## src/rtl/max7219_serial_tx_pkg.sv

```systemverilog
// rtl/max7219_serial_tx_pkg.sv - MAX7219 register map, FSM states and command helper
// Shared by the serial transmitter and the display sequencer that feeds it.
package max7219_serial_tx_pkg;

  localparam int WORD_W = 16;

  typedef enum logic [1:0] {
    ST_IDLE     = 2'd0,
    ST_SHIFT_LO = 2'd1,
    ST_SHIFT_HI = 2'd2,
    ST_LOAD     = 2'd3
  } state_e;

  localparam logic [3:0] REG_NOOP       = 4'h0;
  localparam logic [3:0] REG_DIGIT0     = 4'h1;
  localparam logic [3:0] REG_DIGIT1     = 4'h2;
  localparam logic [3:0] REG_DIGIT2     = 4'h3;
  localparam logic [3:0] REG_DIGIT3     = 4'h4;
  localparam logic [3:0] REG_DIGIT4     = 4'h5;
  localparam logic [3:0] REG_DIGIT5     = 4'h6;
  localparam logic [3:0] REG_DIGIT6     = 4'h7;
  localparam logic [3:0] REG_DIGIT7     = 4'h8;
  localparam logic [3:0] REG_DECODE     = 4'h9;
  localparam logic [3:0] REG_INTENSITY  = 4'hA;
  localparam logic [3:0] REG_SCAN_LIMIT = 4'hB;
  localparam logic [3:0] REG_SHUTDOWN   = 4'hC;
  localparam logic [3:0] REG_TEST       = 4'hF;

  function automatic logic [WORD_W-1:0] mk_cmd(input logic [3:0] addr, input logic [7:0] data);
    return {4'h0, addr, data};
  endfunction

endpackage

```

## src/rtl/max7219_serial_tx.sv

```systemverilog
// rtl/max7219_serial_tx.sv - MAX7219 serial word transmitter (MSB first, LOAD strobe, ack)
// Accepts one 16-bit command per handshake and drives the chip's DIN/CLK/LOAD pins.
module max7219_serial_tx
  import max7219_serial_tx_pkg::*;
#(
  parameter int CLK_DIV = 4,
  parameter int DATA_W  = WORD_W
) (
  input  logic              i_clk,
  input  logic              i_reset,
  input  logic              i_stb,
  input  logic [DATA_W-1:0] i_data,
  output logic              o_busy,
  output logic              o_ack,
  output logic              o_serial_dout,
  output logic              o_serial_load,
  output logic              o_serial_clk
);

  if (CLK_DIV < 1) begin : g_bad_clk_div
    $error("CLK_DIV must be at least 1");
  end
  if (DATA_W != 16) begin : g_bad_data_w
    $error("DATA_W must be 16 for the MAX7219");
  end

  localparam int                CNT_W      = $clog2(CLK_DIV) + 1;
  localparam int                BIT_W      = $clog2(DATA_W);
  localparam logic [CNT_W-1:0]  DIV_RELOAD = CNT_W'(CLK_DIV - 1);
  localparam logic [BIT_W-1:0]  LAST_BIT   = BIT_W'(DATA_W - 1);

  state_e            state_q, state_d;
  logic [DATA_W-1:0] shreg_q, shreg_d;
  logic [BIT_W-1:0]  bit_cnt_q, bit_cnt_d;
  logic [CNT_W-1:0]  div_q, div_d;
  logic              busy_q, busy_d;
  logic              ack_q, ack_d;
  logic              load_q, load_d;
  logic              sclk_q, sclk_d;
  logic              phase_end;

  assign phase_end = (div_q == '0);

  always_comb begin
    state_d   = state_q;
    shreg_d   = shreg_q;
    bit_cnt_d = bit_cnt_q;
    div_d     = div_q;
    busy_d    = busy_q;
    ack_d     = 1'b0;
    load_d    = load_q;
    sclk_d    = sclk_q;

    case (state_q)
      ST_IDLE: begin
        if (i_stb) begin
          shreg_d   = i_data;
          bit_cnt_d = LAST_BIT;
          div_d     = DIV_RELOAD;
          busy_d    = 1'b1;
          sclk_d    = 1'b0;
          load_d    = 1'b0;
          state_d   = ST_SHIFT_LO;
        end
      end
      ST_SHIFT_LO: begin
        if (phase_end) begin
          div_d   = DIV_RELOAD;
          sclk_d  = 1'b1;
          state_d = ST_SHIFT_HI;
        end else begin
          div_d = div_q - 1'b1;
        end
      end
      ST_SHIFT_HI: begin
        if (phase_end) begin
          div_d   = DIV_RELOAD;
          sclk_d  = 1'b0;
          // Shifting on the last bit too leaves the register all-zero, so DIN idles low.
          shreg_d = {shreg_q[DATA_W-2:0], 1'b0};
          if (bit_cnt_q == '0) begin
            load_d  = 1'b1;
            state_d = ST_LOAD;
          end else begin
            bit_cnt_d = bit_cnt_q - 1'b1;
            state_d   = ST_SHIFT_LO;
          end
        end else begin
          div_d = div_q - 1'b1;
        end
      end
      ST_LOAD: begin
        if (phase_end) begin
          load_d  = 1'b0;
          busy_d  = 1'b0;
          ack_d   = 1'b1;
          state_d = ST_IDLE;
        end else begin
          div_d = div_q - 1'b1;
        end
      end
      default: begin
        state_d = ST_IDLE;
      end
    endcase
  end

  always_ff @(posedge i_clk) begin
    if (i_reset) begin
      state_q   <= ST_IDLE;
      shreg_q   <= '0;
      bit_cnt_q <= '0;
      div_q     <= '0;
      busy_q    <= 1'b0;
      ack_q     <= 1'b0;
      load_q    <= 1'b0;
      sclk_q    <= 1'b0;
    end else begin
      state_q   <= state_d;
      shreg_q   <= shreg_d;
      bit_cnt_q <= bit_cnt_d;
      div_q     <= div_d;
      busy_q    <= busy_d;
      ack_q     <= ack_d;
      load_q    <= load_d;
      sclk_q    <= sclk_d;
    end
  end

  assign o_busy        = busy_q;
  assign o_ack         = ack_q;
  assign o_serial_dout = shreg_q[DATA_W-1];
  assign o_serial_load = load_q;
  assign o_serial_clk  = sclk_q;

endmodule

```

## config.mk

```make
export PLATFORM = sky130hd
export DESIGN_NAME = max7219_serial_tx
export DESIGN_NICKNAME = d
export VERILOG_FILES = /design/src/rtl/max7219_serial_tx_pkg.sv /design/src/rtl/max7219_serial_tx.sv
export SDC_FILE = /design/constraint.sdc
export NUM_CORES = 1
export LEC_CHECK = 0
export CORE_MARGIN = 2
export CORE_UTILIZATION = 50
export CTS_CLUSTER_DIAMETER = 100
export DETAILED_ROUTE_END_ITERATION = 16
export GPL_ROUTABILITY_DRIVEN = 0
export PLACE_DENSITY = 0.72
export SETUP_SLACK_MARGIN = 0.15
export SLEW_MARGIN = 15
export SYNTH_ARGS = -nofsm -noshare
export SYNTH_HDL_FRONTEND = slang
export SYNTH_SLANG_ARGS = --single-unit
```

## constraint.sdc

```tcl
create_clock -name i_clk -period 2.2 [get_ports i_clk]
set_input_delay 0.33 -clock i_clk [delete_from_list [all_inputs] [get_ports i_clk]]
set_output_delay 0.33 -clock i_clk [all_outputs]
set_load 0.02 [all_outputs]
```

# After elaboration in Yosys (flattened, before gate mapping)
# Index checks and enable logic that the tools add are counted.
[op_classes]
n_addsub = 2
multipliers = 0
div_mod_pow = 0
n_lt_le_gt_ge = 0
n_eq_ne = 10
shift = 0
muxes = 27
bitwise = 1
n_reduce_logical = 16
[op_table]
columns = ["cell", "count"]
rows = [
  ["$mux W16", 2],
  ["$pmux W16 S2", 1],
  ["$ne A2 B2 Y1 const B", 7],
  ["$mux W4", 3],
  ["$reduce_and A4 Y1", 3],
  ["$mux W2", 5],
  ["$mux W3", 3],
  ["$pmux W3 S3", 1],
  ["$pmux W2 S4", 1],
  ["$pmux W4 S2", 1],
  ["$mux W1", 7],
  ["$pmux W1 S3", 2],
  ["$reduce_and A3 Y1", 2],
  ["$reduce_bool A3 Y1", 2],
  ["$reduce_and A5 Y1", 1],
  ["$eq A2 B2 Y1 const B", 2],
  ["$logic_not A4 Y1", 1],
  ["$reduce_bool A2 Y1", 2],
  ["$reduce_or A2 Y1", 2],
  ["$sub A4 B1 Y4 const B", 1],
  ["$logic_not A3 Y1", 1],
  ["$sub A3 B1 Y3 const B", 1],
  ["$eq A2 B1 Y1 const B", 1],
  ["$logic_not A2 Y1", 1],
  ["other kinds (3)", 3],
]
[totals]
register_bits = 29
latchBits = 0
ramBits = 0
romBits = 0
input_bits = 19
output_inout_bits = 5
elab_cells = 64
mem_count = 0

# Logic depth before layout (Yosys ltp)
[depth]
ltp_word = 4
ltp_mapped = 8
ltp_nobuf = 6

# Least setup slack after synthesis
# OpenSTA, ideal clock, no wires.
[synth_timing]
path_kind = "register -> register"
startpoint = "register state_q[0]"
endpoint = "register shreg_q[15]"
setup_ns = 0.081
t_arrival_ns = 1.688
t_required_ns = 2.119
path_slack_ns = 0.431
path_stages_with_launch = 9
n_path_buf = 2
synth_period_minus_slack_ns = 1.769
path_cell_list = "dfxtp_1 > inv_1 > ha_1 > nor2b_4 > buf_6 > a211oi_4 > buf_6 > nor2_1 > a211oi_2"
[synth_between]
elab_chain_len = 3
word_cells_on_any_way = 7
classes_between = "eq/ne: 3; mux: 1; reduce/logical: 3"
[synth_rtl]
columns = ["element", "line_no", "text"]
rows = [
  ["from (decl)", "max7219_serial_tx.sv:32", "state_e state_q, state_d;"],
  ["from (signal assigned)", "max7219_serial_tx.sv:119", "state_q <= state_d;"],
  ["$eq A2 B2 Y1 / $logic_not A2 Y1 (equally long branches)", "max7219_serial_tx.sv:54", "case (state_q)"],
  ["$ne A2 B2 Y1 (no source line) / $reduce_bool A2 Y1 (equally long branches)", "-", ""],
  ["$reduce_and A3 Y1 (no source line)", "-", ""],
  ["to (signal assigned)", "max7219_serial_tx.sv:120", "shreg_q <= shreg_d;"],
  ["to (decl)", "max7219_serial_tx.sv:33", "logic [DATA_W-1:0] shreg_q, shreg_d;"],
]
# Parallel ways exist; a longest one is shown, timed or not.
# A chain may end at the register's enable or synchronous reset.

# Worst setup path in the final report
[layout_timing]
startpoint = "register state_q[0]"
endpoint = "register shreg_q[3]"
# Same word-level chain as after synthesis.

==> impl_metrics.py <==
metrics = {
    "floorplan": {
        "core_um2": 2830,
        "start_util_pct": 53.6,
        "die_area_um2": 3490,
        "pin_count": 24,
        "die_x_um": 59.1,
        "placementRows": 19,
        "die_h_um": 59.1,
    },
    "clock_network": {
        "root_buffer": "clkbuf_4",
        "cts_made_buffers": 5,
        "htreeDepth": 2,
        "clkSinkCount": 29,
        "clk_latency_ns": 0.32,
        "cts_tree": "yes",
        "clk_pin_slew_ns": 0.09,
        "clock_path_buffers": 2,
    },
    "final_layout": {
        "design_area_um2": 1850,
        "fin_cells": 220,
        "drive_above_1_share_pct": 16.4,
        "n_fill_cell": 228,
        "fin_nets": 215,
        "fin_util_pct": 65.5,
        "synthToLayoutAreaGrowth_pct": 22.1,
        "n_antenna_cell": 0,
        "regArea_um2": 581,
        "multi_input_comb_area_um2": 835,
    },
    "synthesis": {
        "syn-mean-instance-area_um2": 9.37,
        "ys_seq_elements": 29,
        "synth_ff_type": "dfxtp_1",
        "netlist_top_cells_area": "dfxtp_1 (38%), mux2i_1 (9.9%), a211oi_2 (9.1%)",
        "synth_area_um2": 1520,
        "ys.warnings.count": 0,
        "yosysUniqueCellTypes": 32,
        "async_flop_share_pct": 0,
        "yosys-top-cells-count": "dfxtp_1 (29), nor2_1 (21), mux2i_1 (15)",
        "synth.net_count": 189,
        "synth-edff-count": 0,
        "synth_top_area_share_pct": 38.3,
        "synth.most_common_cell": "dfxtp_1",
        "synth_top_area_cell": "dfxtp_1",
        "ys_seq_area_share_pct": 38.3,
        "postSynthCellCount": 162,
    },
    "worst_setup_path": {
        "r2r-end": "shreg_q[3]",
        "required_ns": 2.44,
        "cp-end-kind": "register",
        "setup.worst_path.class": "reg2reg",
        "arrival_ns": 2.11,
        "critPathMaxFanout": 30,
        "timing.critical_path.mode_cell": "nor2_1",
        "worstRegToRegCells": 7,
        "r2r-start": "state_q[0]",
        "crit_chain": "inv_1, ha_2, nor2_1, a211oi_4, buf_12, nor2_1, a211oi_2",
        "r2r_slack_ns": 0.34,
        "slowest_stage": "dfxtp_1",
        "max_stage_delay_ns": 0.36,
        "cp-start-kind": "register",
        "path_buf_inv": 2,
        "path_delay_family": "compound AO/OA/AOI/OAI gates",
        "crit_path_start": "state_q[0]",
    },
    "timing": {
        "setup-tns-final_ns": 0,
        "whs_ns": 0.465,
        "period_share_pct": 84.7,
        "max_freq_ghz": 0.537,
        "slew_headroom_pct": 70.5,
        "slew_violations": 0,
        "grt_setup_unrepaired": "false",
        "timing.final.ws_setup_ns": 0.338,
        "finalSetupViolations": 0,
        "hold_viol": 0,
        "fin_worst_skew_ns": 0.00670,
        "finalCriticalPeriod_ns": 1.86,
        "worst_pin_slew_ns": 0.442,
    },
    "route": {
        "drt-total-wl_um": 2960,
        "postRouteAntennaNets": 0,
        "first_iter_violations": 38,
        "first_pass_iters": 4,
        "wl_per_cell_um": 13.5,
        "drc": 0,
        "vias": 1244,
        "vias_per_cell": 5.65,
    },
    "power_and_ir_drop": {
        "power_switching_mw": 1.18,
        "seqPwrFrac_pct": 32.3,
        "power_density_nw_per_um2": 1530,
        "combinationalPowerShare_pct": 54.8,
        "clkPwrFrac_pct": 12.9,
        "peakVddDrop_v": 0.000813,
        "design_power_total_mw": 2.83,
        "p_leak_nw": 0.691,
        "p_int_mw": 1.65,
        "power.share.switching_pct": 41.7,
    },
    "placement": {
        "pre_cts_ws_ns": 0.185,
        "hpwl_um": 2130,
        "port-buffer-count": 23,
        "dpl-instance-area_um2": 1760,
        "placed_cells": 210,
    },
    "grt": {
        "grt_pass1_wl_um": 4840,
        "overflow": 0,
        "grt_use_total_pct": 18.4,
        "grt_max_degree": 31,
        "antenna_found_initial": 0,
        "grt_pass1_vias": 1114,
    },
    "min_path": {
        "min_path_type": "reg2reg",
        "hp-start": "shreg_q[0]",
        "hold_depth": 2,
        "worstHoldEndpoint": "shreg_q[0]",
    },
    "flow_run": {
        "cap_violations": 0,
    },
    "outcome": {
        "status": "completed",
    },
}
==> per-layer routing <==
layer / up-vias / global-route usage (%) / routed length, µm
li1: 636 / - / -
met1: 574 / 22.8 / 1310
met2: 28 / 31.0 / 1460
met3: 6 / 3.93 / 159
met4: 0 / 7.79 / 34
met5: - / 0 / 0
==> sequential cells by signal (all words and copies together), names as in the netlist <==
signal         count
shreg_q           16
bit_cnt_q          4
div_q              3
state_q            2
o_ack              1
o_busy             1
o_serial_clk       1
o_serial_load      1
==> cell type report <==
class | count | area share [%]
Timing Repair Buffer | 30 | 15.9
Multi-Input combinational cell | 113 | 45.0
Clock buffer | 7 | 3.51
Sequential cell | 29 | 31.3
Inverter | 9 | 1.82
Clock inverter | 1 | 0.270
Tap cell | 31 | 2.09
==> worst max path at each step <==
| stage | to | slack (ns) | cells after the start |
|---|---|---|---|
| final | shreg_q[3] | 0.34 | 7 |
| after global routing | shreg_q[11] | 0.16 | 7 |
| after CTS | shreg_q[3] | 0.17 | 7 |
| after detailed placement | shreg_q[3] | 0.18 | 7 |
| after global placement | shreg_q[4] | 0.33 | 7 |
| after floorplan | shreg_q[15] | 0.43 | 8 |
==> cells by family after synthesis <==
family                     after synthesis  synth area share [%]
AOI/OAI and AO/OA                       49                  25.2
buffers and inverters                   20                  7.09
muxes                                   15                  9.89
DFF                                     29                  38.3
and+or+nand+nor                         41                  12.9
adders and majority gates                8                  6.60
==> worst reg2reg max path, delay by kind of cell, from the launching register on <==
kind / cells / cell delay [ns]
compound gates: 2 / 0.54
flops: 1 / 0.36
buf+inv: 2 / 0.33
fa+ha+maj: 1 / 0.33
simple gates: 2 / 0.23
==> what timing repair did <==
action                     CTS  global route
hold buffers                 0             0
gates resized for setup      0             2
setup endpoints to repair    0            17
buffers inserted             0             2
==> power groups by stage <==
stage	Sequential, mW	Clock (mW)	Combinational [mW]
3_5_place_dp	0.925	0	1.49
2_1_floorplan	0.921	0	1.19
6_report	0.912	0.365	1.55
3_3_place_gp	0.910	0	1.43
4_1_cts	0.912	0.379	1.50
5_1_grt	0.945	0.398	1.71
==> cells in the final DEF, fill, tap and decap left out, types with 2 or more instances in the layout <==
master	instances
buf_4	6
mux2i_1	15
a31oi_1	2
a211oi_1	5
ha_2	2
o21ai_0	7
clkbuf_8	2
nand3_1	2
nor2_1	21
a21oi_1	14
dfxtp_1	29
o22ai_1	2
clkdlybuf4s50_1	23
nor3b_1	2
a211o_1	2
ha_1	6
nand2_1	5
a311oi_1	2
nor3_1	4
a211oi_2	11
or3_1	2
clkbuf_4	5
inv_1	9
Note: power is estimated with default switching activity, not from simulation.
